[src/rtl/i2s_adc_receiver.sv]
// WM8731 I2S ADC receiver: oversamples the codec pins in the clk domain and
// presents one PCM word per channel through a valid/ready handshake.
module i2s_adc_receiver #(
    parameter int unsigned DATA_WIDTH  = 16,
    parameter int unsigned SYNC_STAGES = 2
) (
    input  logic                  clk,
    input  logic                  reset,
    input  logic                  AUD_BCLK,
    input  logic                  AUD_ADCLRCK,
    input  logic                  AUD_ADCDAT,
    input  logic                  enable,
    output logic [DATA_WIDTH-1:0] o_data,
    output logic                  o_channel,
    output logic                  o_valid,
    input  logic                  i_ready,
    output logic                  o_overrun,
    output logic                  o_short_frame
);

    localparam int unsigned CntW = (DATA_WIDTH > 1) ? $clog2(DATA_WIDTH) : 1;
    localparam logic [CntW-1:0] LastBit = CntW'(DATA_WIDTH - 1);

    typedef enum logic [1:0] {
        StIdle,
        StSkip,
        StShift,
        StHold
    } state_e;

    logic [SYNC_STAGES-1:0] bclk_sync_q, bclk_sync_d;
    logic [SYNC_STAGES-1:0] lrck_sync_q, lrck_sync_d;
    logic [SYNC_STAGES-1:0] dat_sync_q, dat_sync_d;
    logic                   bclk_prev_q, bclk_prev_d;
    logic                   lrck_smp_q, lrck_smp_d;
    logic                   primed_q, primed_d;
    state_e                 state_q, state_d;
    logic                   chan_q, chan_d;
    logic [CntW-1:0]        cnt_q, cnt_d;
    logic [DATA_WIDTH-1:0]  shift_q, shift_d;
    logic [DATA_WIDTH-1:0]  data_q, data_d;
    logic                   ch_out_q, ch_out_d;
    logic                   valid_q, valid_d;
    logic                   overrun_q, overrun_d;
    logic                   short_q, short_d;

    logic                   bclk_s, lrck_s, dat_s;
    logic                   bclk_rise, lr_edge, publish;
    logic [DATA_WIDTH-1:0]  word;

    assign bclk_s    = bclk_sync_q[SYNC_STAGES-1];
    assign lrck_s    = lrck_sync_q[SYNC_STAGES-1];
    assign dat_s     = dat_sync_q[SYNC_STAGES-1];
    assign bclk_rise = bclk_s & ~bclk_prev_q;
    // No edge is reported until a first LRCK sample exists to compare against.
    assign lr_edge   = bclk_rise & primed_q & (lrck_s ^ lrck_smp_q);
    assign word      = {shift_q[DATA_WIDTH-2:0], dat_s};

    always_comb begin : sync_next
        bclk_sync_d = {bclk_sync_q[SYNC_STAGES-2:0], AUD_BCLK};
        lrck_sync_d = {lrck_sync_q[SYNC_STAGES-2:0], AUD_ADCLRCK};
        dat_sync_d  = {dat_sync_q[SYNC_STAGES-2:0], AUD_ADCDAT};
        bclk_prev_d = bclk_s;
        lrck_smp_d  = lrck_smp_q;
        primed_d    = primed_q;
        if (bclk_rise) begin
            lrck_smp_d = lrck_s;
            primed_d   = 1'b1;
        end
    end

    always_comb begin : fsm_next
        state_d = state_q;
        chan_d  = chan_q;
        cnt_d   = cnt_q;
        shift_d = shift_q;
        publish = 1'b0;
        short_d = 1'b0;
        if (!enable) begin
            state_d = StIdle;
            cnt_d   = '0;
            shift_d = '0;
        end else begin
            unique case (state_q)
                StIdle: begin
                    if (lr_edge) begin
                        state_d = StSkip;
                        chan_d  = lrck_s;
                    end
                end
                StSkip: begin
                    if (lr_edge) begin
                        short_d = 1'b1;
                        chan_d  = lrck_s;
                    end else if (bclk_rise) begin
                        state_d = StShift;
                        cnt_d   = '0;
                        shift_d = '0;
                    end
                end
                StShift: begin
                    if (lr_edge) begin
                        short_d = 1'b1;
                        state_d = StSkip;
                        chan_d  = lrck_s;
                        cnt_d   = '0;
                        shift_d = '0;
                    end else if (bclk_rise) begin
                        shift_d = word;
                        cnt_d   = cnt_q + CntW'(1);
                        if (cnt_q == LastBit) begin
                            publish = 1'b1;
                            state_d = StHold;
                            cnt_d   = '0;
                        end
                    end
                end
                StHold: begin
                    if (lr_edge) begin
                        state_d = StSkip;
                        chan_d  = lrck_s;
                    end
                end
                default: state_d = StIdle;
            endcase
        end
    end

    always_comb begin : out_next
        data_d    = data_q;
        ch_out_d  = ch_out_q;
        valid_d   = valid_q;
        overrun_d = overrun_q;
        if (valid_q && i_ready) begin
            valid_d = 1'b0;
        end
        if (publish) begin
            // A word accepted on this same edge frees the slot for the new one.
            if (!valid_q || i_ready) begin
                data_d   = word;
                ch_out_d = chan_q;
                valid_d  = 1'b1;
            end else begin
                overrun_d = 1'b1;
            end
        end
    end

    always_ff @(posedge clk or negedge reset) begin
        if (!reset) begin
            bclk_sync_q <= '0;
            lrck_sync_q <= '0;
            dat_sync_q  <= '0;
            bclk_prev_q <= 1'b0;
            lrck_smp_q  <= 1'b0;
            primed_q    <= 1'b0;
            state_q     <= StIdle;
            chan_q      <= 1'b0;
            cnt_q       <= '0;
            shift_q     <= '0;
            data_q      <= '0;
            ch_out_q    <= 1'b0;
            valid_q     <= 1'b0;
            overrun_q   <= 1'b0;
            short_q     <= 1'b0;
        end else begin
            bclk_sync_q <= bclk_sync_d;
            lrck_sync_q <= lrck_sync_d;
            dat_sync_q  <= dat_sync_d;
            bclk_prev_q <= bclk_prev_d;
            lrck_smp_q  <= lrck_smp_d;
            primed_q    <= primed_d;
            state_q     <= state_d;
            chan_q      <= chan_d;
            cnt_q       <= cnt_d;
            shift_q     <= shift_d;
            data_q      <= data_d;
            ch_out_q    <= ch_out_d;
            valid_q     <= valid_d;
            overrun_q   <= overrun_d;
            short_q     <= short_d;
        end
    end

    assign o_data        = data_q;
    assign o_channel     = ch_out_q;
    assign o_valid       = valid_q;
    assign o_overrun     = overrun_q;
    assign o_short_frame = short_q;

endmodule

[config.mk]
export PLATFORM = sky130hd
export DESIGN_NAME = i2s_adc_receiver
export DESIGN_NICKNAME = d
export VERILOG_FILES = /design/src/rtl/i2s_adc_receiver.sv
export SDC_FILE = /design/constraint.sdc
export NUM_CORES = 1
export LEC_CHECK = 0
export BUFFER_PORTS_ARGS = -buffer_cell sky130_fd_sc_hd__buf_4
export CAP_MARGIN = 20
export CORE_ASPECT_RATIO = 1.75
export CORE_MARGIN = 3
export CORE_UTILIZATION = 56
export DETAILED_ROUTE_END_ITERATION = 8
export PLACE_DENSITY = 0.83
export SYNTH_ARGS = -nofsm -noshare
export SYNTH_HDL_FRONTEND = slang
export SYNTH_SLANG_ARGS = --single-unit
[constraint.sdc]
create_clock -name clk -period 2 [get_ports clk]
set_clock_uncertainty 0.05 [all_clocks]
set_input_delay 0 -clock clk [delete_from_list [all_inputs] [get_ports clk]]
set_output_delay 0 -clock clk [all_outputs]
set_load 0.03 [all_outputs]
==> Word-level counts from Yosys, hierarchy flattened <==
Index checks and enable logic that the tools add are counted.
W data, S select, Z words.
{ "op_classes": {"n_eq_ne": 11, "bitwise_logic": 6, "muxes": 34, "div": 0, "mul": 0, "n_lt_le_gt_ge": 0, "addsub": 1, "shift": 0, "reduce_logical": 12} }
{ "ops": {"columns": ["op", "count"], "rows": [
  ["$mux W15", 5],
  ["$pmux W15 S2", 1],
  ["$mux W4", 6],
  ["$mux W2", 7],
  ["$mux W1", 13],
  ["$ne A4 B4 Y1 const B", 2],
  ["$pmux W4 S2", 1],
  ["$ne A3 B3 Y1 const B", 2],
  ["$pmux W2 S3", 1],
  ["$reduce_and A2 Y1", 3],
  ["$reduce_and A5 Y1", 1],
  ["$add A4 B1 Y4 const B", 1],
  ["$eq A2 B2 Y1 const B", 2],
  ["$eq A4 B4 Y1 const B", 1],
  ["$reduce_and A4 Y1", 1],
  ["$reduce_or A2 Y1", 2],
  ["$reduce_or A4 Y1", 1],
  ["$and A1 B1 Y1", 3],
  ["$ne A3 B1 Y1 const B", 1],
  ["$ne A3 B2 Y1 const B", 1],
  ["$eq A2 B1 Y1 const B", 1],
  ["$logic_not A2 Y1", 1],
  ["$ne A2 B1 Y1 const B", 1],
  ["$not A1 Y1", 2],
  ["other kinds (4)", 4]
]} }
{ "totals": {"output_inout_bits": 20, "latchBits": 0, "mem_count": 0, "ff_bits": 51, "mem_bits_ro": 0, "mem_bits_rw": 0, "elab_cells": 79} }

==> Depth between registers and ports, before layout <==
{ "depth": {"depth_word": 8, "depth_mapped": 7, "depth_no_buf": 6} }

==> Worst setup path before layout <==
OpenSTA, ideal clock, no wires.
{ "synth_timing": {"path_kind": "reg-to-reg", "startpoint": "reg state_q[0]", "endpoint": "reg data_q[10], in the netlist o_data[10]", "slack_ns": 0.200, "arrival_time_ns": 1.624, "synth_period_minus_slack_ns": 1.800, "path_stages_with_launch": 8, "setup_time_ns": 0.125, "required_ns": 1.825, "path_cell_list": "dfrtp_1 > inv_1 > ha_1 > nand2_1 > a211oi_4 > nand3_4 > buf_6 > mux2_4"} }
{ "synth_between": {"elab_chain_cells": 4} }
{ "synth_lines": {"columns": ["item", "line_no", "rtl"], "rows": [
  ["start: declaration", "37", "state_e state_q, state_d;"],
  ["start signal: assignment", "157", "state_q <= StIdle;"],
  ["start signal: assignment", "173", "state_q <= state_d;"],
  ["$eq A2 B2 Y1", "84", "unique case (state_q)"],
  ["$mux W1", "84", null],
  ["$mux W1", "79", "if (!enable) begin"],
  ["$reduce_and A2 Y1 (no source line)", null, null],
  ["end signal: assignment", "177", "data_q <= data_d;"],
  ["end: declaration", "41", "logic [DATA_WIDTH-1:0] data_q, data_d;"]
]} }
No other way between the ends.
A chain may end at the register's enable or synchronous reset.

==> Worst setup path in the final report <==
{ "layout_timing": {"startpoint": "reg state_q[0]", "endpoint": "reg data_q[14], in the netlist o_data[14]"} }
Same word-level chain as after synthesis.

==> results.md <==
- Startpoint types: register
- Die area: 0.00443 mm²
- DRT antenna net count: 0
- Worst path buffer plus inverter count: 2
- # diodes: 0
- Worst path cell trace: inv_1 > ha_1 > nand2_1 > a211oi_4 > nand3_4 > buf_12 > mux2_4
- Wire per inst: 16.3 µm
- Area growth syn-to-layout: 19.0%
- Register-to-register setup slack: 0.14 ns
- WP data required: 2.14 ns
- # nets final: 183
- Worst R2R Start: state_q[0]$_DFFE_PN0P_
- Clock latency on the worst-skew pair: 0.30 ns
- Simple logic cell fraction of the synthesized area: 6.88%
- Total GRT Usage: 18.4%
- Design Area, Final: 0.00242 mm²
- Layout Cells excl Fill: 219
- Worst Hold Path EP: o_valid$_DFF_PN0_
- Antenna violations before repair: 0
- Dpl cell area: 0.00226 mm²
- Mean Syn Cell Area: 14.7 µm²
- Setup CP Type: register to register
- Hold Path Stages: 3
- Hold WS: 0.0299 ns
- Detail Placement HPWL: 2470 µm
- TritonCTS Buffers: 5
- Placed instance count: 205
- Clk sink count: 51
- Clk root buf: clkbuf_8
- Vias in the first global route: 1268
- Compound-Gate Fraction of Synth Area: 12.9%
- Worst Reg-to-Reg Cells: 7
- Final GP Congestion: 0.762
- Row count: 28
- Drt total wl: 3580 µm
- Largest net degree at the start of global routing: 52
- Prevailing post-synth register cell: dfrtp_1
- Initial Util: 59.3%
- RSZ-0062 raised after global routing: no
- CTS HTree Levels: 2
- Final period util: 93.2%
- P_leak: 1.23 nW
- Critical path's slowest cell: dfrtp_1
- Worst path arrival time: 2.01 ns
- Synth Register Bits: 51
- Setup TNS Final: 0 ns
- IO Port Bufs: 26
- Post-Synth Adder-Cell Area: 1.84%
- Clock Tree Buf Depth: 2
- Die Y-Extent: 85.8 µm
- Grt ovf: 0
- Max-Cap Viols: 0
- Syn Std Cell Area: 0.00204 mm²
- Status: complete, no violations
- Xor/xnor share of the synthesized area: 0.799%
- Crit. End Element: register
- Starting DRT DRC Count: 20
- Ports: 27
- Setup violators final: 0
- CTS clk-pin slew, worst paths: 0.09 ns
- Final Hold Fails: 0
- Via density: 5.73
- Total power draw: 0.00198 W
- Post-route minimum period: 1.86 ns
- Horiz. Die Dim: 51.6 µm
- Largest family of logic cells by synthesized area: compound AO/OA/AOI/OAI gates
- Peak supply drop: 651 µV
- Fin. max-slew vios: 0
- Sequential area share after synthesis: 62.7%
- DRC errors left: 0
- P per Cell Area: 815 mW/mm²
- Core area: 0.00343 mm²
- Peak fanout along the critical path: 17
- Yosys top cell by area: dfrtp_1
- Yosys warns: 0
- Worst r2r dst: o_data[14]$_DFFE_PN0P_
- Critical path's top delay family: flip-flops
- First drt pass iteration count: 4
- Multiplexer share of the synthesized area: 12.3%
- Hold Path Class: primary input to register
- Slew @ Worst Pin: 0.610 ns
- Slew HR: 59.3%
- Post-synth cell types: 31
- Layout cells sized above 1: 35.1%
- Post-synthesis cell count: 139
- First-pass GRT wire length: 6150 µm
- Ys async rst share: 100%
- Most frequent cell after synthesis: dfrtp_1
- CTS tree: yes
- Routed vias: 1255
- Top post-synthesis cells by count: 51 x dfrtp_1, 17 x a22o_1, 10 x mux2_4
- Syn nets: 149
- Synth area leaders: dfrtp_1 63%, mux2_4 7.4%, a22o_1 7.3%, mux2_2 4.4%, ha_1 1.8%
- Top achievable clock speed: 537 MHz
- Critical path's largest stage delay: 0.40 ns
- Yosys top cell area share: 62.7%
- Post-synth EDFFs: 0
- HP Start: i_ready
report_power, final:
group	internal (W)	leakage, nW	switching (W)
logic	0.000128	0.502	0.000166
registers	0.00107	0.685	0.0000226
clock network	0.000250	0.0408	0.000341
total	0.00145	1.23	0.000530
cell families (layout without fill, tap and decap cells):
family	after synthesis	count (layout)
and+or+nand+nor	24	24
xor gates and xnor gates	1	1
AOI/OAI and AO/OA	31	31
buffers and inverters	10	45
muxes	19	19
adders and majority gates	3	3
DFF	51	51
final cells by class:
class / instances / area, µm²
sequential: 51 / 1280
fill: 242 / 1010
multi-input combinational: 78 / 708
timing repair buffer: 34 / 280
clock buffer: 5 / 68.8
tap: 45 / 56.3
clock inverter: 3 / 23.8
inverter: 3 / 11.3
flip-flops by register name (all words and copies together), names as in the netlist, 2 cells and up:
register / cells
o_data: 16
bclk_sync_q: 2
shift_q: 15
lrck_sync_q: 2
cnt_q: 4
dat_sync_q: 2
state_q: 2
worst max-delay path by stage:
stage | slack [ns] | to | cells past startpoint | startpoint
final | 0.14 | o_data[14]$_DFFE_PN0P_ | 7 | state_q[0]$_DFFE_PN0P_
after global routing | 0.04 | cnt_q[3]$_DFFE_PN0P_ | 7 | state_q[0]$_DFFE_PN0P_
after CTS | 0.01 | o_data[14]$_DFFE_PN0P_ | 6 | state_q[0]$_DFFE_PN0P_
after detailed placement | 0.02 | o_data[14]$_DFFE_PN0P_ | 6 | state_q[0]$_DFFE_PN0P_
after global placement | 0.13 | o_data[14]$_DFFE_PN0P_ | 6 | state_q[0]$_DFFE_PN0P_
after floorplan | 0.20 | o_data[10]$_DFFE_PN0P_ | 7 | state_q[0]$_DFFE_PN0P_
layer usage:
metal  track usage [%]  vias to the layer above  wire, µm
li1                  -                      570         -
met1              21.4                      645      1410
met2              32.3                       30      1950
met3              3.48                       10       134
met4              7.64                        0        75
met5                 0                        -         0
placed cells by master (no fill, tap or decap), types with 2 or more instances in the layout:
master,count
a21oi_1,2
a22o_1,17
a31oi_1,4
and3_1,3
buf_4,28
clkbuf_8,5
clkinvlp_4,2
dfrtp_1,51
dlygate4sd3_1,5
ha_1,3
inv_1,3
mux2_2,8
mux2_4,10
nand2_1,6
nand2b_1,5
nand4_1,2
nor2_1,3
o21bai_1,2
worst reg2reg max path: stages, from the launching register on:
cell and delay, ns:
dfrtp_1 0.40, inv_1 0.09, ha_1 0.23, nand2_1 0.14
a211oi_4 0.28, nand3_4 0.10, buf_12 0.17, mux2_4 0.31
stage by stage:
step	worst slack, ns	utilization [%]
floorplan	0.200	-
global placement	0.126	65.9
detailed placement	0.0210	65.9
CTS	0.0141	70.0
global route	0.0405	70.6
finish	0.136	70.6
what timing repair did:
item / in CTS / in global routing
endpoints found under the setup margin: 0 / 23
gates resized for setup: 0 / 1
buffers inserted: 0 / 1
hold endpoints to repair: 58 / 0
hold buffers: 5 / 0
Note: power is estimated with default switching activity, not from simulation.
